File: config.mk
export PLATFORM = sky130hd
export DESIGN_NAME = lsu_ctrl
export DESIGN_NICKNAME = d
export VERILOG_FILES = /design/src/rtl/lsu_ctrl.sv
export SDC_FILE = /design/constraint.sdc
export NUM_CORES = 1
export LEC_CHECK = 0
export CAP_MARGIN = 20
export CORE_MARGIN = 2
export CORE_UTILIZATION = 40
export CTS_CLUSTER_SIZE = 8
export DETAILED_ROUTE_END_ITERATION = 10
export PLACE_DENSITY = 0.85
export REMOVE_ABC_BUFFERS = 1
export SLEW_MARGIN = 15
export SYNTH_ARGS = -nofsm -noshare
export SYNTH_HDL_FRONTEND = slang
export SYNTH_SLANG_ARGS = --single-unit
File: constraint.sdc
create_clock -name clk -period 2.06 [get_ports clk]
set_input_delay 0.206 -clock clk [delete_from_list [all_inputs] [get_ports clk]]
set_output_delay 0.206 -clock clk [all_outputs]
set_load 0.01 [all_outputs]
File: src/rtl/lsu_ctrl.sv
// Load/store unit controller: one outstanding access, byte/half/word
// with sign/zero extension, alignment checks and an ack timeout.
module lsu_ctrl #(
    parameter int unsigned TIMEOUT = 255
) (
    input  logic        clk,
    input  logic        rst_n,
    input  logic        in_valid,
    output logic        in_ready,
    input  logic        in_we,
    input  logic [2:0]  in_ctr,
    input  logic [31:0] in_addr,
    input  logic [31:0] in_wd,
    output logic        out_valid,
    input  logic        out_ready,
    output logic [31:0] out_rd,
    output logic        out_err,
    output logic        mem_req,
    output logic        mem_we,
    output logic [31:0] mem_addr,
    output logic [31:0] mem_wdata,
    output logic [3:0]  mem_wstrb,
    input  logic        mem_ack,
    input  logic [31:0] mem_rdata
);

    localparam int unsigned CNT_W = 8;
    localparam logic [CNT_W-1:0] CNT_LIMIT = CNT_W'(TIMEOUT);

    typedef enum logic [1:0] {
        IDLE = 2'd0,
        REQ  = 2'd1,
        RESP = 2'd2
    } state_t;

    state_t             state_q, state_d;
    logic [CNT_W-1:0]   cnt_q, cnt_d;
    logic [2:0]         ctr_q, ctr_d;
    logic [1:0]         off_q, off_d;

    logic               ready_d, valid_d, err_d, req_d, we_d;
    logic [31:0]        rd_d, addr_d, wdata_d;
    logic [3:0]         wstrb_d;

    logic               req_bad;
    logic [3:0]         st_strb;
    logic [31:0]        st_data;
    logic [7:0]         ld_byte;
    logic [15:0]        ld_half;
    logic [31:0]        ld_ext;

    // Decode incoming request: legality, alignment, store lane placement
    always_comb begin
        req_bad = 1'b0;
        st_strb = 4'b1111;
        st_data = in_wd;
        case (in_ctr)
            3'b000, 3'b100: req_bad = 1'b0;
            3'b001, 3'b101: req_bad = in_addr[0];
            3'b010:         req_bad = (in_addr[1:0] != 2'b00);
            default:        req_bad = 1'b1;
        endcase
        case (in_ctr[1:0])
            2'b00: begin
                st_strb = 4'b0001 << in_addr[1:0];
                st_data = {4{in_wd[7:0]}};
            end
            2'b01: begin
                st_strb = 4'b0011 << in_addr[1:0];
                st_data = {2{in_wd[15:0]}};
            end
            default: begin
                st_strb = 4'b1111;
                st_data = in_wd;
            end
        endcase
    end

    // Select and extend the loaded lane from the returned word
    always_comb begin
        ld_byte = mem_rdata[7:0];
        case (off_q)
            2'd0: ld_byte = mem_rdata[7:0];
            2'd1: ld_byte = mem_rdata[15:8];
            2'd2: ld_byte = mem_rdata[23:16];
            2'd3: ld_byte = mem_rdata[31:24];
            default: ld_byte = mem_rdata[7:0];
        endcase
        ld_half = off_q[1] ? mem_rdata[31:16] : mem_rdata[15:0];
        case (ctr_q[1:0])
            2'b00:   ld_ext = {{24{ld_byte[7] & ~ctr_q[2]}}, ld_byte};
            2'b01:   ld_ext = {{16{ld_half[15] & ~ctr_q[2]}}, ld_half};
            default: ld_ext = mem_rdata;
        endcase
    end

    // Next-state and next-output logic
    always_comb begin
        state_d = state_q;
        cnt_d   = cnt_q;
        ctr_d   = ctr_q;
        off_d   = off_q;
        ready_d = in_ready;
        valid_d = out_valid;
        rd_d    = out_rd;
        err_d   = out_err;
        req_d   = mem_req;
        we_d    = mem_we;
        addr_d  = mem_addr;
        wdata_d = mem_wdata;
        wstrb_d = mem_wstrb;
        case (state_q)
            IDLE: begin
                if (in_valid) begin
                    ready_d = 1'b0;
                    ctr_d   = in_ctr;
                    off_d   = in_addr[1:0];
                    if (req_bad) begin
                        state_d = RESP;
                        valid_d = 1'b1;
                        err_d   = 1'b1;
                        rd_d    = 32'd0;
                    end else begin
                        state_d = REQ;
                        cnt_d   = '0;
                        req_d   = 1'b1;
                        we_d    = in_we;
                        addr_d  = {in_addr[31:2], 2'b00};
                        wdata_d = st_data;
                        wstrb_d = in_we ? st_strb : 4'b0000;
                    end
                end
            end
            REQ: begin
                if (mem_ack) begin
                    state_d = RESP;
                    req_d   = 1'b0;
                    valid_d = 1'b1;
                    err_d   = 1'b0;
                    rd_d    = mem_we ? 32'd0 : ld_ext;
                end else if (cnt_q + CNT_W'(1) == CNT_LIMIT) begin
                    state_d = RESP;
                    req_d   = 1'b0;
                    valid_d = 1'b1;
                    err_d   = 1'b1;
                    rd_d    = 32'd0;
                end else begin
                    cnt_d = cnt_q + CNT_W'(1);
                end
            end
            RESP: begin
                if (out_ready) begin
                    state_d = IDLE;
                    valid_d = 1'b0;
                    ready_d = 1'b1;
                end
            end
            default: begin
                state_d = IDLE;
                ready_d = 1'b1;
                valid_d = 1'b0;
                req_d   = 1'b0;
            end
        endcase
    end

    // State and output registers
    always_ff @(posedge clk or negedge rst_n) begin
        if (!rst_n) begin
            state_q   <= IDLE;
            cnt_q     <= '0;
            ctr_q     <= 3'd0;
            off_q     <= 2'd0;
            in_ready  <= 1'b1;
            out_valid <= 1'b0;
            out_rd    <= 32'd0;
            out_err   <= 1'b0;
            mem_req   <= 1'b0;
            mem_we    <= 1'b0;
            mem_addr  <= 32'd0;
            mem_wdata <= 32'd0;
            mem_wstrb <= 4'd0;
        end else begin
            state_q   <= state_d;
            cnt_q     <= cnt_d;
            ctr_q     <= ctr_d;
            off_q     <= off_d;
            in_ready  <= ready_d;
            out_valid <= valid_d;
            out_rd    <= rd_d;
            out_err   <= err_d;
            mem_req   <= req_d;
            mem_we    <= we_d;
            mem_addr  <= addr_d;
            mem_wdata <= wdata_d;
            mem_wstrb <= wstrb_d;
        end
    end

endmodule

==> results of run 1 <==
Yosys cell counts, types with 3 or more instances:
library cell | instances | area, sq um
inv_1 | 25 | 93.8
mux2_2 | 5 | 56.3
buf_4 | 4 | 30.0
mux4_2 | 8 | 180
nand2b_1 | 3 | 18.8
a21oi_1 | 14 | 70.1
o22ai_1 | 10 | 62.6
a221oi_1 | 9 | 78.8
mux2i_1 | 31 | 310
nand3_1 | 6 | 30.0
a221o_2 | 4 | 45.0
o21ai_0 | 62 | 310
nor2_1 | 23 | 86.3
buf_2 | 3 | 15.0
a221o_1 | 12 | 120
o211ai_1 | 3 | 22.5
a211o_2 | 6 | 60.1
nand2_1 | 158 | 593
clkbuf_1 | 25 | 93.8
dfrtp_1 | 117 | 2930
buf_1 | 4 | 15.0
nand4_1 | 3 | 18.8
worst min-delay path: stages:
cell and delay, ns:
clkdlybuf4s50_1 0.39, nand2_1 0.05, nand2_1 0.04
cell type report:
class / instances / area share [%]
flip-flops and latches: 118 / 33.4
repair buffers: 251 / 27.9
multi-input cells: 398 / 27.8
clock buffers: 18 / 4.97
well taps: 180 / 2.55
clock inverters: 14 / 2.25
inverters: 25 / 1.09
sequential cells by signal, indices dropped and copies added, names as in the netlist:
register,cells
mem_wstrb,4
state_q,2
cnt_q,8
mem_we,1
in_ready,1
mem_wdata,32
mem_addr,30
ctr_q,3
out_err,1
out_valid,1
off_q,2
out_rd,32
mem_req,1
cell families after synthesis:
family / Yosys count / synth area share, %
other: 1 / 0.0668
buffers and inverters: 63 / 4.81
xor gates and xnor gates: 1 / 0.156
adders and majority gates: 2 / 0.446
muxes: 44 / 9.74
and+or+nand+nor: 206 / 15.0
DFF: 118 / 52.6
AOI/OAI and AO/OA: 141 / 17.1
path summary, 6_finish.rpt:
kind	startpoint	to	slack (ns)	cells after the start
worst max register to register	cnt_q[0]	out_rd[17]	0.07	6
worst min-delay path	in_addr[24]	mem_addr[24]	0.31	3
min in group asynchronous	rst_n	out_rd[5]	0.43	3
max in group asynchronous	rst_n	mem_addr[5]	1.17	3
worst max-delay path	cnt_q[0]	out_rd[17]	0.07	6
worst min register to register	mem_addr[3]	mem_addr[3]	0.47	2
power by group through the flow:
stage	Clock, W	Sequential, W	Combinational [W]
3_5_place_dp	0	0.00401	0.00484
3_3_place_gp	0	0.00398	0.00475
5_1_grt	0.00334	0.00414	0.00542
2_1_floorplan	0	0.00444	0.00150
6_report	0.00319	0.00400	0.00501
4_1_cts	0.00324	0.00400	0.00493
per-stage QoR:
step                std cells  total power [W]
floorplan                 539          0.00594
global placement          966          0.00872
detailed placement        966          0.00885
CTS                      1001           0.0122
global route             1004           0.0129
finish                   1004           0.0122
timing repair:
action	4_1_cts	5_1_grt
cloned	2	1
resized for setup	1	18
endpoints found under the hold margin	117	0
setup endpoints to repair	4	35
setup buffers	0	2
hold buffers	1	0
pin swaps	0	4
routing by layer:
metal,routed length [um],track usage [%],vias to the layer above
li1,-,-,2477
met1,6820,28.8,2616
met2,8590,38.0,300
met3,1550,7.95,67
met4,630,12.6,2
met5,13,0,-
==> impl_metrics.csv, run 1 <==
group,metric,value,unit
final_layout,fin_area,8840,sq um
final_layout,n_antenna_cell,0,
floorplan,io_pins,210,
global_route,grt_use_total,23.9,%
power,p_sw_share,33.3,%
place,dpl.hpwl,11.9,mm
global_route,grt_pass1_wl,27.6,mm
route,wl_per_cell,17.5,um
timing,setup_ws,0.0725,ns
cts,clkTransAtPathRegs,0.06,ns
cts,cts_sinks,118,
final_layout,fin_nets,918,
global_route,antenna_found_initial,1,
power,p_clk_share,26.2,%
timing,rsz0062_at_grt,"false",
floorplan,dieArea,15000,sq um
route,first_pass_iters,5,
worst_setup_path,arrival,2.29,ns
timing,max-slew-margin-rel,34.3,%
floorplan,die_h,122,um
global_route,grt_overflow,0,
floorplan,die_w,122,um
yosys,synth_cell_types,57,
floorplan,core_area,13800,sq um
cts,cts_tree,"built",
status,status,"finished clean",
final_layout,area_growth,57.4,%
worst_setup_path,max_stage_delay,0.39,ns
floorplan,std_cell_rows,43,
cts,cts-root-buf,"clkbuf_16",
worst_setup_path,critPathKind,"reg2reg",
place,place_area,8090,sq um
cts,clock_path_buffers,2,
timing,worst_pin_slew,0.982,ns
yosys,ys_async_sr_fraction,100,%
job,drv_cap,0,
power,power_density,1380,nW/um^2
worst_setup_path,worstPathRequired,2.36,ns
route,drt_wl_total,17.6,mm
final_layout,fillers,1088,
yosys,avgSynthCellArea,9.75,sq um
route,drtAntennaViolNets,0,
timing,setup_violations,0,
cts,clk_latency,0.42,ns
final_layout,fin_util,64.2,%
power,power_frac_comb,41.1,%
power,p_leak,4.00,nW
yosys,synth-edff-count,0,
global_route,grt_max_degree,119,
route,drt_iter0_markers,404,
yosys,syn-cell-area,5620,sq um
global_route,grt_pass1_vias,5421,
final_layout,layout-drive-gt1-share,14.7,%
yosys,netlist_instances,576,
yosys,synth_seq_cells,118,
timing,fin_crit_sh,96.5,%
worst_hold_path,worstHoldPathType,"in2reg",
power,ir_worst_vdd,885,uV
power,p_int,0.00814,W
final_layout,mostFrequentLayoutCells,"clkdlybuf4s50_1, nand2_1, dfrtp_1",
yosys,seq_area_frac_synth,52.6,%
final_layout,final_common_cell,"clkdlybuf4s50_1",
timing,report.final.slew_viol_count,0,
timing,finalHoldViolCount,0,
timing,timing.hold.ws,0.309,ns
power,seqPwrFrac,32.8,%
timing,fin_skew,0.00841,ns
worst_setup_path,critical_path.top_delay_family,"compound AO/OA/AOI/OAI gates",
worst_setup_path,end_kind,"register",
route,vias,5462,
final_layout,multi_input_area,2460,sq um
worst_setup_path,path_buf_inv,0,
place,dp_slack,-0.0755,ns
timing,tns,0,ns
place,gp_congestion,0.925,
worst_setup_path,crit_path_cell_trace,"ha_2, and2b_2, o21ai_2, a211o_4, a21o_4, a221o_2",
yosys,ys.flop_type,"dfrtp_1",
timing,layout_min_cycle_time,1.99,ns
place,io_buffer_count,207,
yosys,yosysWarnings,0,
floorplan,start_util,40.8,%
final_layout,ff_latch_area,2950,sq um
worst_setup_path,crit_fanout,6,
route,drc,0,
cts,cts_buffers,17,
route,via_per_inst,5.44,
cts,htree_levels,4,
worst_setup_path,slowest_stage,"dfrtp_1",
timing,fmaxAchievable,0.503,GHz
power,p_sw,0.00406,W
worst_setup_path,cp-start-kind,"register",
No activity file was read; power rests on OpenSTA's default activity.
==> inputs of run 2 (changes only) <==
--- a/config.mk
+++ b/config.mk
@@ -8,7 +8,7 @@
 export CAP_MARGIN = 20
 export CORE_MARGIN = 2
 export CORE_UTILIZATION = 40
-export CTS_CLUSTER_SIZE = 8
+export CTS_CLUSTER_SIZE = 20
 export DETAILED_ROUTE_END_ITERATION = 10
 export PLACE_DENSITY = 0.85
 export REMOVE_ABC_BUFFERS = 1
==> results of run 2 <==
The final DEF is identical to that of run 1; final timing and power are the same.
